$ cat src/rtl/datapath_if.sv
// Control-unit / memory facing bundle of the datapath: micro-order word in,
// memory bus and opcode/status back out.
interface datapath_if #(
    parameter int DATA_W = 16,
    parameter int ADDR_W = 8
);
    logic [31:0]       control_signal;
    logic [DATA_W-1:0] mem_rdata;
    logic [ADDR_W-1:0] mem_addr;
    logic [DATA_W-1:0] mem_wdata;
    logic              mem_we;
    logic              mem_re;
    logic [7:0]        data_from_ir;
    logic [7:0]        flags;

    modport master (
        output control_signal, mem_rdata,
        input  mem_addr, mem_wdata, mem_we, mem_re, data_from_ir, flags
    );

    modport slave (
        input  control_signal, mem_rdata,
        output mem_addr, mem_wdata, mem_we, mem_re, data_from_ir, flags
    );
endinterface

$ cat src/rtl/datapath.sv
// Register-transfer datapath (PC, MAR, MBR, IR, BR, ACC, MR, ALU) steered by a
// 32-bit micro-order word; every selected transfer commits on the same edge.
module datapath #(
    parameter int DATA_W = 16,
    parameter int ADDR_W = 8
) (
    input  logic      clk,
    input  logic      rst,
    datapath_if.slave bus
);
    logic [31:0] cw;
    assign cw = bus.control_signal;

    logic [ADDR_W-1:0] pc_q, pc_d, mar_q, mar_d;
    logic [DATA_W-1:0] mbr_q, mbr_d, br_q, br_d, acc_q, acc_d;
    logic [DATA_W-1:0] mr_q, mr_d, aluq_q, aluq_d;
    logic [7:0]        ir_q, ir_d, dfir_q, dfir_d;
    logic              c_q, c_d, v_q, v_d;

    // Bits with no datapath effect (address path is continuous, ALU operands
    // are hard-wired, car_* belong to the control unit).
    logic unused_cw;
    assign unused_cw = ^{cw[0], cw[7], cw[9], cw[14], cw[19:17]};

    // ALU op select: lowest set bit of [31:22] wins.
    logic       op_vld;
    logic [3:0] op_sel;
    always_comb begin
        op_vld = 1'b0;
        op_sel = 4'd0;
        for (int i = 9; i >= 0; i--) begin
            if (cw[22+i]) begin
                op_vld = 1'b1;
                op_sel = i[3:0];
            end
        end
    end

    logic [DATA_W:0]          sum, diff;
    logic signed [2*DATA_W-1:0] prod;
    logic [DATA_W-1:0]        alu_acc;
    logic                     alu_c, alu_v;

    assign sum  = {1'b0, acc_q} + {1'b0, br_q};
    assign diff = {1'b0, acc_q} - {1'b0, br_q};
    assign prod = $signed(acc_q) * $signed(br_q);

    always_comb begin
        alu_acc = acc_q;
        alu_c   = 1'b0;
        alu_v   = 1'b0;
        case (op_sel)
            4'd0: begin
                alu_acc = sum[DATA_W-1:0];
                alu_c   = sum[DATA_W];
                alu_v   = (acc_q[DATA_W-1] == br_q[DATA_W-1]) &&
                          (sum[DATA_W-1] != acc_q[DATA_W-1]);
            end
            4'd1: begin
                alu_acc = diff[DATA_W-1:0];
                alu_c   = diff[DATA_W];
                alu_v   = (acc_q[DATA_W-1] != br_q[DATA_W-1]) &&
                          (diff[DATA_W-1] != acc_q[DATA_W-1]);
            end
            4'd2: alu_acc = acc_q & br_q;
            4'd3: alu_acc = acc_q | br_q;
            4'd4: alu_acc = ~acc_q;
            4'd5: begin
                alu_acc = {acc_q[DATA_W-2:0], 1'b0};
                alu_c   = acc_q[DATA_W-1];
            end
            4'd6: begin
                alu_acc = {1'b0, acc_q[DATA_W-1:1]};
                alu_c   = acc_q[0];
            end
            4'd7: alu_acc = prod[DATA_W-1:0];
            4'd8: begin
                alu_acc = {acc_q[DATA_W-2:0], 1'b0};
                alu_c   = acc_q[DATA_W-1];
                alu_v   = acc_q[DATA_W-1] ^ acc_q[DATA_W-2];
            end
            4'd9: begin
                alu_acc = {acc_q[DATA_W-1], acc_q[DATA_W-1:1]};
                alu_c   = acc_q[0];
            end
            default: alu_acc = acc_q;
        endcase
    end

    always_comb begin
        pc_d = pc_q;
        if (cw[3])       pc_d = mbr_q[ADDR_W-1:0];
        else if (cw[20]) pc_d = pc_q + 1'b1;

        mar_d = mar_q;
        if (cw[2])      mar_d = pc_q;
        else if (cw[8]) mar_d = mbr_q[ADDR_W-1:0];

        mbr_d = mbr_q;
        if (cw[5])       mbr_d = bus.mem_rdata;
        else if (cw[11]) mbr_d = acc_q;
        else if (cw[16]) mbr_d = aluq_q;
        else if (cw[15]) mbr_d = mr_q;
        else if (cw[1])  mbr_d = {{(DATA_W-ADDR_W){1'b0}}, pc_q};

        ir_d   = cw[4]  ? mbr_q[DATA_W-1:DATA_W-8] : ir_q;
        dfir_d = cw[13] ? ir_q : dfir_q;
        br_d   = cw[6]  ? mbr_q : br_q;

        acc_d = acc_q;
        if (cw[10])      acc_d = mbr_q;
        else if (op_vld) acc_d = alu_acc;
        else if (cw[21]) acc_d = '0;

        // An op that loses ACC to mbr2acc still runs: ALU_Q, MR and C/V update.
        aluq_d = op_vld ? alu_acc : aluq_q;
        mr_d   = (op_vld && op_sel == 4'd7) ? prod[2*DATA_W-1:DATA_W] : mr_q;
        c_d    = op_vld ? alu_c : c_q;
        v_d    = op_vld ? alu_v : v_q;
    end

    always_ff @(posedge clk or negedge rst) begin
        if (!rst) begin
            pc_q   <= '0;
            mar_q  <= '0;
            mbr_q  <= '0;
            ir_q   <= '0;
            dfir_q <= '0;
            br_q   <= '0;
            acc_q  <= '0;
            mr_q   <= '0;
            aluq_q <= '0;
            c_q    <= 1'b0;
            v_q    <= 1'b0;
        end else begin
            pc_q   <= pc_d;
            mar_q  <= mar_d;
            mbr_q  <= mbr_d;
            ir_q   <= ir_d;
            dfir_q <= dfir_d;
            br_q   <= br_d;
            acc_q  <= acc_d;
            mr_q   <= mr_d;
            aluq_q <= aluq_d;
            c_q    <= c_d;
            v_q    <= v_d;
        end
    end

    assign bus.mem_addr     = mar_q;
    assign bus.mem_wdata    = mbr_q;
    assign bus.mem_we       = cw[12];
    assign bus.mem_re       = cw[5];
    assign bus.data_from_ir = dfir_q;
    assign bus.flags        = {4'b0, v_q, c_q, acc_q[DATA_W-1], acc_q == '0};
endmodule

$ cat src/flat_wrapper.sv
// flat-port wrapper written by rule: the top's interface ports become plain ports
module datapath_flat 
#(
    parameter int DATA_W = 16,
    parameter int ADDR_W = 8
)
  (clk, rst, bus_control_signal, bus_mem_rdata, bus_mem_addr, bus_mem_wdata, bus_mem_we, bus_mem_re, bus_data_from_ir, bus_flags);
  datapath_if #(.DATA_W(DATA_W), .ADDR_W(ADDR_W)) bus_i ();
  input  logic clk;
  input  logic rst;
  input wire logic [$bits(bus_i.control_signal)-1:0] bus_control_signal;
  input wire logic [$bits(bus_i.mem_rdata)-1:0] bus_mem_rdata;
  output wire logic [$bits(bus_i.mem_addr)-1:0] bus_mem_addr;
  output wire logic [$bits(bus_i.mem_wdata)-1:0] bus_mem_wdata;
  output wire logic [$bits(bus_i.mem_we)-1:0] bus_mem_we;
  output wire logic [$bits(bus_i.mem_re)-1:0] bus_mem_re;
  output wire logic [$bits(bus_i.data_from_ir)-1:0] bus_data_from_ir;
  output wire logic [$bits(bus_i.flags)-1:0] bus_flags;
  assign bus_i.control_signal = bus_control_signal;
  assign bus_i.mem_rdata = bus_mem_rdata;
  assign bus_mem_addr = bus_i.mem_addr;
  assign bus_mem_wdata = bus_i.mem_wdata;
  assign bus_mem_we = bus_i.mem_we;
  assign bus_mem_re = bus_i.mem_re;
  assign bus_data_from_ir = bus_i.data_from_ir;
  assign bus_flags = bus_i.flags;
  datapath #(.DATA_W(DATA_W), .ADDR_W(ADDR_W)) u_core (.clk(clk), .rst(rst), .bus(bus_i));
endmodule
$ cat config.mk
export PLATFORM = sky130hd
export DESIGN_NAME = datapath_flat
export DESIGN_NICKNAME = d
export VERILOG_FILES = /design/src/rtl/datapath_if.sv /design/src/rtl/datapath.sv /design/src/flat_wrapper.sv
export SDC_FILE = /design/constraint.sdc
export NUM_CORES = 1
export LEC_CHECK = 0
export ABC_AREA = 1
export CAP_MARGIN = 20
export CORE_MARGIN = 8
export CORE_UTILIZATION = 50
export DETAILED_ROUTE_END_ITERATION = 8
export MAX_ROUTING_LAYER = met4
export PLACE_DENSITY = 0.71
export SKIP_CTS_REPAIR_TIMING = 1
export SLEW_MARGIN = 25
export SYNTH_ARGS = -nofsm -noshare
export SYNTH_HDL_FRONTEND = slang
export SYNTH_SLANG_ARGS = --single-unit
$ cat constraint.sdc
create_clock -name clk -period 5.79 [get_ports clk]
set_input_delay 0.8685 -clock clk [delete_from_list [all_inputs] [get_ports clk]]
set_output_delay 0.8685 -clock clk [all_outputs]
set_load 0.02 [all_outputs]
After elaboration in Yosys (flattened, before gate mapping)

Index checks and enable logic that the tools add are counted.

Add/sub/neg operators: 3
$mul: 1
Eq/ne operators: 13
Muxes and demuxes: 35
Bitwise logic cells: 4
Reductions and logical operators: 11

Operators by type and width:

| kind                  | number |
|---|---|
| $pmux W16 S9          | 1 |
| $mux W16              | 8 |
| $mux W4               | 10 |
| $mul A16 B16 Y32      | 1 |
| $mux W8               | 4 |
| $add A16 B16 Y17      | 1 |
| $sub A16 B16 Y17      | 1 |
| $and A16 B16 Y16      | 1 |
| $eq A4 B3 Y1 const B  | 4 |
| $logic_not A16 Y1     | 1 |
| $not A16 Y16          | 1 |
| $or A16 B16 Y16       | 1 |
| $mux W1               | 10 |
| $add A8 B1 Y8 const B | 1 |
| $eq A4 B2 Y1 const B  | 2 |
| $eq A4 B4 Y1 const B  | 2 |
| $reduce_bool A5 Y1    | 1 |
| $eq A4 B1 Y1 const B  | 1 |
| $logic_not A4 Y1      | 1 |
| $pmux W1 S4           | 1 |
| $reduce_bool A2 Y1    | 2 |
| $reduce_or A2 Y1      | 2 |
| $logic_and A1 B1 Y1   | 3 |
| $ne A1 B1 Y1          | 3 |
| other kinds (4)       | 4 |

Bits in registers: 114
Input port bits: 50
Word-level logic and storage cells: 78

Logic depth before layout (Yosys ltp)

Word-level depth: 15
Gate-level depth with buffers: 32

Worst setup path before layout

No wires, ideal clock.

Path kind: reg-to-reg
Start: reg u_core.acc_q[15]
End: reg u_core.mr_q[11]
Setup time: 0.117 ns
Arrival: 5.843 ns
Required time: 5.673 ns
Setup slack: -0.170 ns
Stages on the path, launching flop included: 23
Path buffers: 2
Period minus slack after synthesis: 5.960 ns
Cells stage by stage: dfrtp_1 -> clkbuf_1 -> buf_1 -> nand2_1 -> inv_1 -> fa_1 -> fa_1 -> inv_1 -> fa_1 -> fa_1 -> inv_1 -> fa_1 -> fa_1 -> ha_1 -> a21oi_1 -> o21ai_0 -> a21oi_1 -> nand3_1 -> nand3_1 -> nand2_1 -> or2_2 -> nand3_1 -> nand2_1

Word-level cells in the longest chain between the ends: 1

RTL lines:

| item                   | RTL line        | source |
|---|---|---|
| from (decl)            | datapath.sv:15  | `logic [DATA_W-1:0] mbr_q, mbr_d, br_q, br_d, acc_q, acc_d;` |
| from (signal assigned) | datapath.sv:130 | `acc_q <= '0;` |
| from (signal assigned) | datapath.sv:142 | `acc_q <= acc_d;` |
| $mul A16 B16 Y32       | datapath.sv:46  | `assign prod = $signed(acc_q) * $signed(br_q);` |
| to (signal assigned)   | datapath.sv:143 | `mr_q <= mr_d;` |
| to (decl)              | datapath.sv:16  | `logic [DATA_W-1:0] mr_q, mr_d, aluq_q, aluq_d;` |

Every way passes these cells.
A chain may end at the register's enable or synchronous reset.

Worst setup path after layout

Start: reg u_core.acc_q[15]
End: reg u_core.mr_q[12]

Same word-level chain as after synthesis.

==> qor.csv <==
stage,metric,value,unit
floorplan,Core Rows,70,
critical_path,reg2reg path depth,24,
critical_path,crit path DAT,6140,ps
sta,FMAX,172.8,MHz
clock_tree,H-tree lvl count,4,
sta,Final WS setup,1.978,ps
clock_tree,clk_lat worst skew,420,ps
critical_path,R2R Setup Slk,2,ps
flow_run,Max-Cap Viols,0,
sta,final cycle utilization of the critical path,0.9997,
yosys,synthesized area,0.01849,mm2
sta,RSZ-0062 raised after global routing,yes,
sta,final setup fails,0,
routing,ANT nets after route,0,
placement,number of buffers added on ports,78,
sta,Pins Over Slew Limit,0,
status,status,"complete, no violations",
yosys,Post-synth top cells,"nand2_1, inv_1, fa_1",
sta,final hold viol count,0,
placement,Final HPWL DP,53.84,mm
grt,initial antenna violation count,0,
floorplan,Top Ports,92,
layout,FILL cells,3229,
placement,placed instance count,3140,
yosys,commonest register cell after synthesis,dfrtp_1,
layout,post-route insts no fill,3202,
grt,grt ovf,0,
sta,Worst slew margin,0.4446,
yosys,Synth area leader,fa_1,
yosys,area share of the largest cell type after synthesis,0.2858,
routing,Via Count,17660,
layout,area growth from synthesis to layout,23.93,%
sta,Worst Max-Slew Pin Slew,830.5,ps
clock_tree,clk root buf,clkbuf_16,
routing,WL/cell,20.72,um
layout,Antenna Cells,0,
routing,via/cell ratio,5.515,
layout,Nets,3170,
yosys,Mapped Avg Cell Area,7.455,um2
yosys,Post-synth EDFFs,0,
yosys,Seq cells post-synth,114,
yosys,most common cell in the netlist,nand2_1,
yosys,Post-Synthesis Cells,2480,
grt,Global Route Usage Sum,0.3138,
critical_path,CP Launch Type,register,
critical_path,endpoint class of the critical path,register,
sta,Period minus WS final,5788,ps
yosys,synth top area cells,"fa_1, dfrtp_1, nand2_1",
floorplan,Die X,208.3,um
grt,largest net degree at the start of global routing,72,
floorplan,die area,0.04339,mm2
yosys,sequential area share after synthesis,0.1543,
floorplan,Initial Utilization,0.5062,
routing,detailed-route DRC error count,0,
layout,share of cells above drive strength 1,0.1789,
yosys,fraction of registers with async set/reset,1.000,
clock_tree,TritonCTS Buffers,17,
clock_tree,CTS tree,yes,
yosys,"Distinct cells, synth",54,
grt,vias in the first global route,17914,
sta,Layout Skew,7.899,ps
floorplan,Core Box Area,0.03652,mm2
routing,drt first pass iters,5,
clock_tree,CTS sink count,114,
floorplan,height of the chip,208.3,um
grt,first-pass GRT wire length,102.7,mm
clock_tree,Longest Clk Path Bufs,2,
placement,Placer Congestion,1.004,
clock_tree,clock-pin slew on the worst setup and hold paths,50,ps
placement,Place WS,-377.5,ps
critical_path,CP required,6150,ps
critical_path,"Max FO, Critical Path",6,
routing,Post-Route WL,66.34,mm
routing,DRT iter0 DRCs,1549,
worst_hold_path,Hold WC Path Type,in2async,
critical_path,critical path class,reg2reg,
yosys,number of synthesis warnings,0,
cells in the final DEF (no fill, tap or decap), types with 13 or more instances in the layout:
| cell | netlist | final |
|---|---|---|
| a21oi_1 | 75 | 57 |
| a21oi_2 | 0 | 14 |
| buf_12 | 0 | 23 |
| buf_4 | 13 | 213 |
| buf_6 | 1 | 23 |
| clkbuf_16 | 0 | 18 |
| clkdlybuf4s50_1 | 0 | 77 |
| dfrtp_1 | 114 | 103 |
| fa_1 | 264 | 249 |
| fa_2 | 0 | 15 |
| ha_1 | 133 | 114 |
| ha_4 | 0 | 16 |
| inv_1 | 572 | 546 |
| inv_2 | 6 | 31 |
| nand2_1 | 602 | 571 |
| nand2_2 | 6 | 31 |
| nand3_1 | 98 | 81 |
| nand3_2 | 2 | 19 |
| nand4_1 | 29 | 29 |
| nor2_1 | 147 | 134 |
| nor3_1 | 15 | 13 |
| o211ai_1 | 13 | 13 |
| o21ai_0 | 100 | 88 |
| o21ai_1 | 9 | 17 |
| o22ai_1 | 30 | 30 |
| xnor2_1 | 14 | 13 |
| xor2_1 | 22 | 22 |
through the flow:
| step | cell area, um2 | util | TNS [ps] | hold slack [ps] |
|---|---|---|---|---|
| after CTS | 21780 | 0.5964 | -6279 | 482.6 |
| final | 22910 | 0.6274 | 0 | 472.1 |
| after global placement | 21280 | 0.5828 | -4258 | 462.3 |
| after floorplan | 18510 | - | 0 | 448.9 |
| after global routing | 22910 | 0.6274 | -1186 | 498.9 |
| after detailed placement | 21290 | 0.5828 | -5413 | 465.2 |
worst paths after layout:
kind,startpoint,to
worst min-delay path,rst,u_core.br_q[5]
worst max register to register,u_core.acc_q[15],u_core.mr_q[12]
worst min register to register,u_core.aluq_q[2],u_core.aluq_q[2]
worst max-delay path,u_core.acc_q[15],u_core.mr_q[12]
max in group asynchronous,rst,u_core.acc_q[6]
min in group clk,u_core.aluq_q[2],u_core.aluq_q[2]
cell families after synthesis:
| kind of cell | after synthesis | share of synthesized area |
|---|---|---|
| AOI/OAI and AO/OA | 297 | 0.09542 |
| xor gates and xnor gates | 36 | 0.01705 |
| adders and majority gates | 397 | 0.3759 |
| buffers and inverters | 699 | 0.1458 |
| DFF | 114 | 0.1543 |
| muxes | 2 | 0.001218 |
| other | 1 | 0.0002028 |
| and+or+nand+nor | 934 | 0.2102 |
registers in the layout, indices dropped and copies added (netlist names):
register	flops
u_core.bus.mem_addr	8
u_core.aluq_q	16
u_core.c_q	1
u_core.bus.data_from_ir	8
u_core.v_q	1
u_core.acc_q	16
u_core.pc_q	8
u_core.bus.mem_wdata	16
u_core.br_q	16
u_core.ir_q	8
u_core.mr_q	16
layer usage:
layer | global-route usage | vias up | routed length [um]
met5 | - | - | 0
met4 | 0.1278 | 0 | 3163
met3 | 0.05126 | 157 | 5022
met2 | 0.4858 | 739 | 30410
met1 | 0.4082 | 8768 | 27740
li1 | - | 7996 | -
worst max-delay path: stages, from the launching register on:
cell and delay (ps):
dfrtp_2 430, buf_12 160, nand2_2 50, inv_2 40, fa_2 640, fa_2 530, buf_6 160, fa_1 480
fa_1 490, inv_1 50, fa_1 520, inv_2 50, fa_1 460, ha_1 340, buf_6 110, buf_6 100
nand2_4 50, nor2_4 100, nand2_2 90, nor4_2 260, nand2_1 130, o211ai_1 170, or2_4 180, nand3_2 50
nand2_1 70
cell type report:
| class | count | area [um2] | share of cell area |
|---|---|---|---|
| clock buffers | 23 | 457.9 | 0.01999 |
| clock inverters | 7 | 37.54 | 0.001638 |
| multi-input cells | 1670 | 13630 | 0.5950 |
| repair buffers | 339 | 3144 | 0.1372 |
| well taps | 468 | 585.6 | 0.02556 |
| flip-flops and latches | 114 | 2872 | 0.1253 |
| inverters | 581 | 2183 | 0.09529 |
Power is left out: the tool's default activity adds up to more than one toggle a clock period on the data nets, which glitch-free logic cannot reach.
==> edit 1: new RTL, same settings <==
`DATA_W` is set to 16 in 3 places; all go to 8.
--- a/src/rtl/datapath_if.sv
+++ b/src/rtl/datapath_if.sv
@@ -2,5 +2,5 @@
 // memory bus and opcode/status back out.
 interface datapath_if #(
-    parameter int DATA_W = 16,
+    parameter int DATA_W = 8,
     parameter int ADDR_W = 8
 );
--- a/src/rtl/datapath.sv
+++ b/src/rtl/datapath.sv
@@ -2,5 +2,5 @@
 // 32-bit micro-order word; every selected transfer commits on the same edge.
 module datapath #(
-    parameter int DATA_W = 16,
+    parameter int DATA_W = 8,
     parameter int ADDR_W = 8
 ) (
--- a/src/flat_wrapper.sv
+++ b/src/flat_wrapper.sv
@@ -2,5 +2,5 @@
 module datapath_flat 
 #(
-    parameter int DATA_W = 16,
+    parameter int DATA_W = 8,
     parameter int ADDR_W = 8
 )
Interface: changed (resized bus_mem_rdata and bus_mem_wdata); port bits go from 92 to 76. No check against the original RTL was run, so the function may have changed too.
==> edit 1 against the unedited design <==
Sequential share of layout area up 9.3 points. Cell area down 63%. Fmax is 16% higher. Area after synthesis fell by 60%. Worst setup slack improved by 0.79 ns. Wire length down 69%. Sequential cell count is 40 lower. Clock skew decreased by 0.0029 ns. First-iteration DRC count decreased by 71%. Critical path depth decreased by 6. Critical path type unchanged. Highest routed layer unchanged.
Power is left out: it rests on default switching activity, and per cell area and clock period it moved more than threefold.
==> edit 1: results (changes against the unedited design) <==
Inverters, non-clock 206 (-65%); highest cell delay on the worst timing path 0.54 ns (-0.10 ns); DRT iter0 DRCs 450 (-71%); status finished clean; Signal buf overhead 0.0805 (-0.0567); H-tree levels 3 (-1); Seq. cell area 1850 um^2 (-36%); total track usage 0.232 (-0.0819); DPL Wire Length 16.4 mm (-70%); via-per-instance ratio 5.35 (-3.1%); total wire length 20.6 mm (-69%); critical path arrival 5.22 ns (-0.92 ns); largest net degree at the start of global routing 75 (+4.2%); number of clock buffers in the layout 9 (-61%); vias in the first global route 6432 (-64%); crit-path max FO 10 (+4); ClkCell Share 0.0377 (+0.0161); area occupied by multi-input gates 4610 um^2 (-66%); pre-CTS WS 0.817 ns (+1.19 ns); top cells by area, synth dfrtp_1 (25%), fa_1 (15%), nand2_1 (11%); sequential area share after synthesis 0.249 (+0.0949); clk_skew 0.00501 ns (-0.00289 ns); Non-clock buffers 70 (-79%); Seq cells post-synth 74 (-35%); Crit-path slowest cell fa_1
## edit 1: cell types whose count changed in the layout (fill, tap and decap cells not counted), sizes merged, moves of 40 or more
| cell | unedited run | this run |
|---|---|---|
| fa | 264 | 57 |
| nand3 | 100 | 39 |
| dfrtp | 114 | 74 |
| ha | 133 | 56 |
| buf | 261 | 9 |
| nor2 | 149 | 77 |
| inv | 578 | 203 |
| o21ai | 110 | 53 |
| nand2 | 609 | 224 |
## edit 1: cells by family (layout without fill, tap and decap cells)
family / after synthesis / count (layout) / synth area share
AO/OA/AOI/OAI: 156 / 156 / 0.123
XOR/XNOR: 27 / 27 / 0.0318
adder cells (fa/ha/maj): 113 / 113 / 0.248
buffers and inverters: 250 / 292 / 0.132
flip-flops: 74 / 74 / 0.249
multiplexers: 3 / 3 / 0.00421
other: 1 / 4 / 0.000505
AND/OR/NAND/NOR: 369 / 369 / 0.211
## edit 1: worst paths after layout
path | startpoint | to | slack, ns | cells past startpoint
worst max-delay path | u_core.br_q[7]$_DFFE_PN0P_ | u_core.mr_q[7]$_DFFE_PN0P_ | 0.79 | 18
worst min-delay path | u_core.v_q$_DFFE_PN0N_ | u_core.v_q$_DFFE_PN0N_ | 0.48 | 2
worst max register to register | u_core.br_q[7]$_DFFE_PN0P_ | u_core.mr_q[7]$_DFFE_PN0P_ | 0.79 | 18
worst min register to register | u_core.v_q$_DFFE_PN0N_ | u_core.v_q$_DFFE_PN0N_ | 0.48 | 2
max in group asynchronous | rst | u_core.bus.data_from_ir[3]$_DFFE_PN0P_ | 4.76 | 1
min in group asynchronous | rst | u_core.pc_q[3]$_DFFE_PN0P_ | 0.52 | 1
## edit 1: worst reg2reg max path: stages, from the launching register on
cell	delay [ns]
dfrtp_1	0.49
clkinv_1	0.39
nor2_1	0.24
fa_1	0.45
fa_1	0.49
fa_1	0.54
inv_1	0.05
fa_1	0.52
inv_1	0.04
ha_1	0.37
a21oi_1	0.17
o21ai_0	0.09
a21oi_1	0.22
o21bai_1	0.13
a21oi_1	0.15
o21bai_1	0.09
or2_2	0.27
nand3_1	0.11
nand2_1	0.06
## edit 1: routing by layer
layer  global-route usage  up-vias  part of all wire
li1                     -     3175                 -
met1                0.316     3114              0.45
met2                0.350      221              0.46
met3               0.0478       24             0.067
met4               0.0513        0             0.018
met5                    -        -                 0
## edit 1: per-stage QoR
| step | std cells | cell area (um^2) | util |
|---|---|---|---|
| 2_1_floorplan | 996 | 7440 | - |
| 3_3_place_gp | 1206 | 8140 | 0.560 |
| 3_5_place_dp | 1206 | 8140 | 0.560 |
| 4_1_cts | 1222 | 8460 | 0.582 |
| 5_1_grt | 1222 | 8470 | 0.582 |
| 6_report | 1222 | 8470 | 0.582 |
==> edit 2: new RTL, same flow settings <==
Made on the original files. Reset style: synchronous (`rst`), changed in one clocked block.
--- a/src/rtl/datapath.sv
+++ b/src/rtl/datapath.sv
@@ -120,5 +120,5 @@
     end
 
-    always_ff @(posedge clk or negedge rst) begin
+    always_ff @(posedge clk) begin
         if (!rst) begin
             pc_q   <= '0;
Check against the original RTL: not equivalent (a bounded check fails within 4 cycles, from zero or initial values and one cycle with rst low; the reset may be asserted at any time).
==> edit 2 against the unedited design <==
Worst hold slack better by 0.0013 ns. Via count fell by 2.3%. Worst setup slack improved by 0.035 ns. Sequential cell count stayed put. Wire length fell by 9.2%. Area after synthesis fell by 1.7%. Cell area fell by 4.6%. Clock skew is 0.0012 ns higher.
Power is left out: it rests on default switching activity, and per cell area and clock period it moved more than threefold.
==> edit 2: results (changes against the unedited design) <==
maximum clock path buffer count 2 (unchanged); highest cell delay on the worst timing path 0.55 ns (-0.09 ns); via-per-instance ratio 5.47 (-0.89%); Worst-Margin Slew 0.970 ns (+0.140 ns); top_reg_cell synth dfxtp_1; fin nets 3122 (-1.5%); H-tree levels 4 (unchanged); Fin Hold WS 0.473 ns (+0.00128 ns); first-pass GRT wire length 94.5 mm (-7.9%); total wire length 60.2 mm (-9.2%); DP Area 20600 um^2 (-3.1%); Crit-path slowest cell fa_1; TritonCTS Buffers 17 (unchanged); top cells by count, synth inv_1 (563), nand2_1 (529), fa_1 (264); setup slack, reg-to-reg 0.04 ns (+0.04 ns); Placer Congestion 0.960 (-4.5%); Port Buffers 78 (unchanged); share of layout cells above drive strength 1 0.131 (-0.0479); vias in the first global route 17.7k (-1.3%); status finished clean; DPL Wire Length 47.9 mm (-11%); drt first pass iters 6 (+1); DRT iter0 DRCs 1514 (-2.3%); antenna violations before repair 0 (unchanged); largest net degree at the start of global routing 74 (+2.8%); clk_skew 0.00914 ns (+0.00124 ns); ys async rst share 0 (-1.00); critical path arrival 6.12 ns (-0.02 ns); worst hold path class reg2reg; Clk pin slew, worst setup/hold paths roughly 0.060 ns; top cells by area, synth fa_1 (29%), dfxtp_1 (13%), inv_1 (12%); sequential area share after synthesis 0.126 (-0.0288); total track usage 0.292 (-0.0214); crit-path max FO 8 (+2)
## edit 2: cell types whose count changed after synthesis, sizes merged, moves of 10 or more
cell / change
dfrtp: -114
dfxtp: +114
a21oi: +95
nand2: -72
o21ai: +23
o22ai: -17
nand3: -13
nor2: +13
clkbuf: +10
## edit 2: critical path, delay by kind of cell, from the launching register on
family                     cells  cell delay [ns]
AOI/OAI and AO/OA              4             0.73
adders and majority gates      8             3.55
buffers and inverters          5             0.55
DFF                            1             0.40
and+or+nand+nor                3             0.48
## edit 2: path summary, 6_finish.rpt
kind	startpoint	endpoint	depth (start not counted)
max	u_core.acc_q[11]$_SDFFE_PN0P_	u_core.mr_q[12]$_SDFFE_PN0P_	20
min reg2reg	u_core.aluq_q[4]$_SDFFE_PN0N_	u_core.aluq_q[4]$_SDFFE_PN0N_	2
max reg2reg	u_core.acc_q[11]$_SDFFE_PN0P_	u_core.mr_q[12]$_SDFFE_PN0P_	20
min	u_core.aluq_q[4]$_SDFFE_PN0N_	u_core.aluq_q[4]$_SDFFE_PN0N_	2
## edit 2: cell type report
cell class | instances | area (um^2)
repair buffers | 268 | 2530
clock buffers | 17 | 425
well taps | 468 | 586
diodes | 1 | 2.50
clock inverters | 15 | 253
multi-input cells | 1697 | 13600
inverters | 577 | 2170
flip-flops and latches | 114 | 2320
fillers | 3262 | 14300
## edit 2: logic make-up after synthesis
family / share of synthesized area
other: 0.000206
XOR/XNOR: 0.0198
adder cells (fa/ha/maj): 0.382
AND/OR/NAND/NOR: 0.196
AO/OA/AOI/OAI: 0.125
buffers and inverters: 0.151
flip-flops: 0.126
## edit 2: per-stage QoR
step,worst slack [ns],util,cells,setup TNS [ns]
final,0.0371,0.604,3157,0
after global routing,-0.156,0.604,3156,-0.449
after CTS,-0.234,0.589,3146,-1.55
after detailed placement,-0.211,0.570,3114,-1.09
after global placement,-0.112,0.570,3114,-0.412
after floorplan,0.0351,-,2521,0
## edit 2: routing by layer
metal / track usage / wire length [um] / up-vias
li1: - / - / 7980
met1: 0.388 / 26000 / 8388
met2: 0.472 / 28400 / 752
met3: 0.0242 / 4000 / 136
met4: 0.0952 / 1860 / 0
met5: - / 0 / -
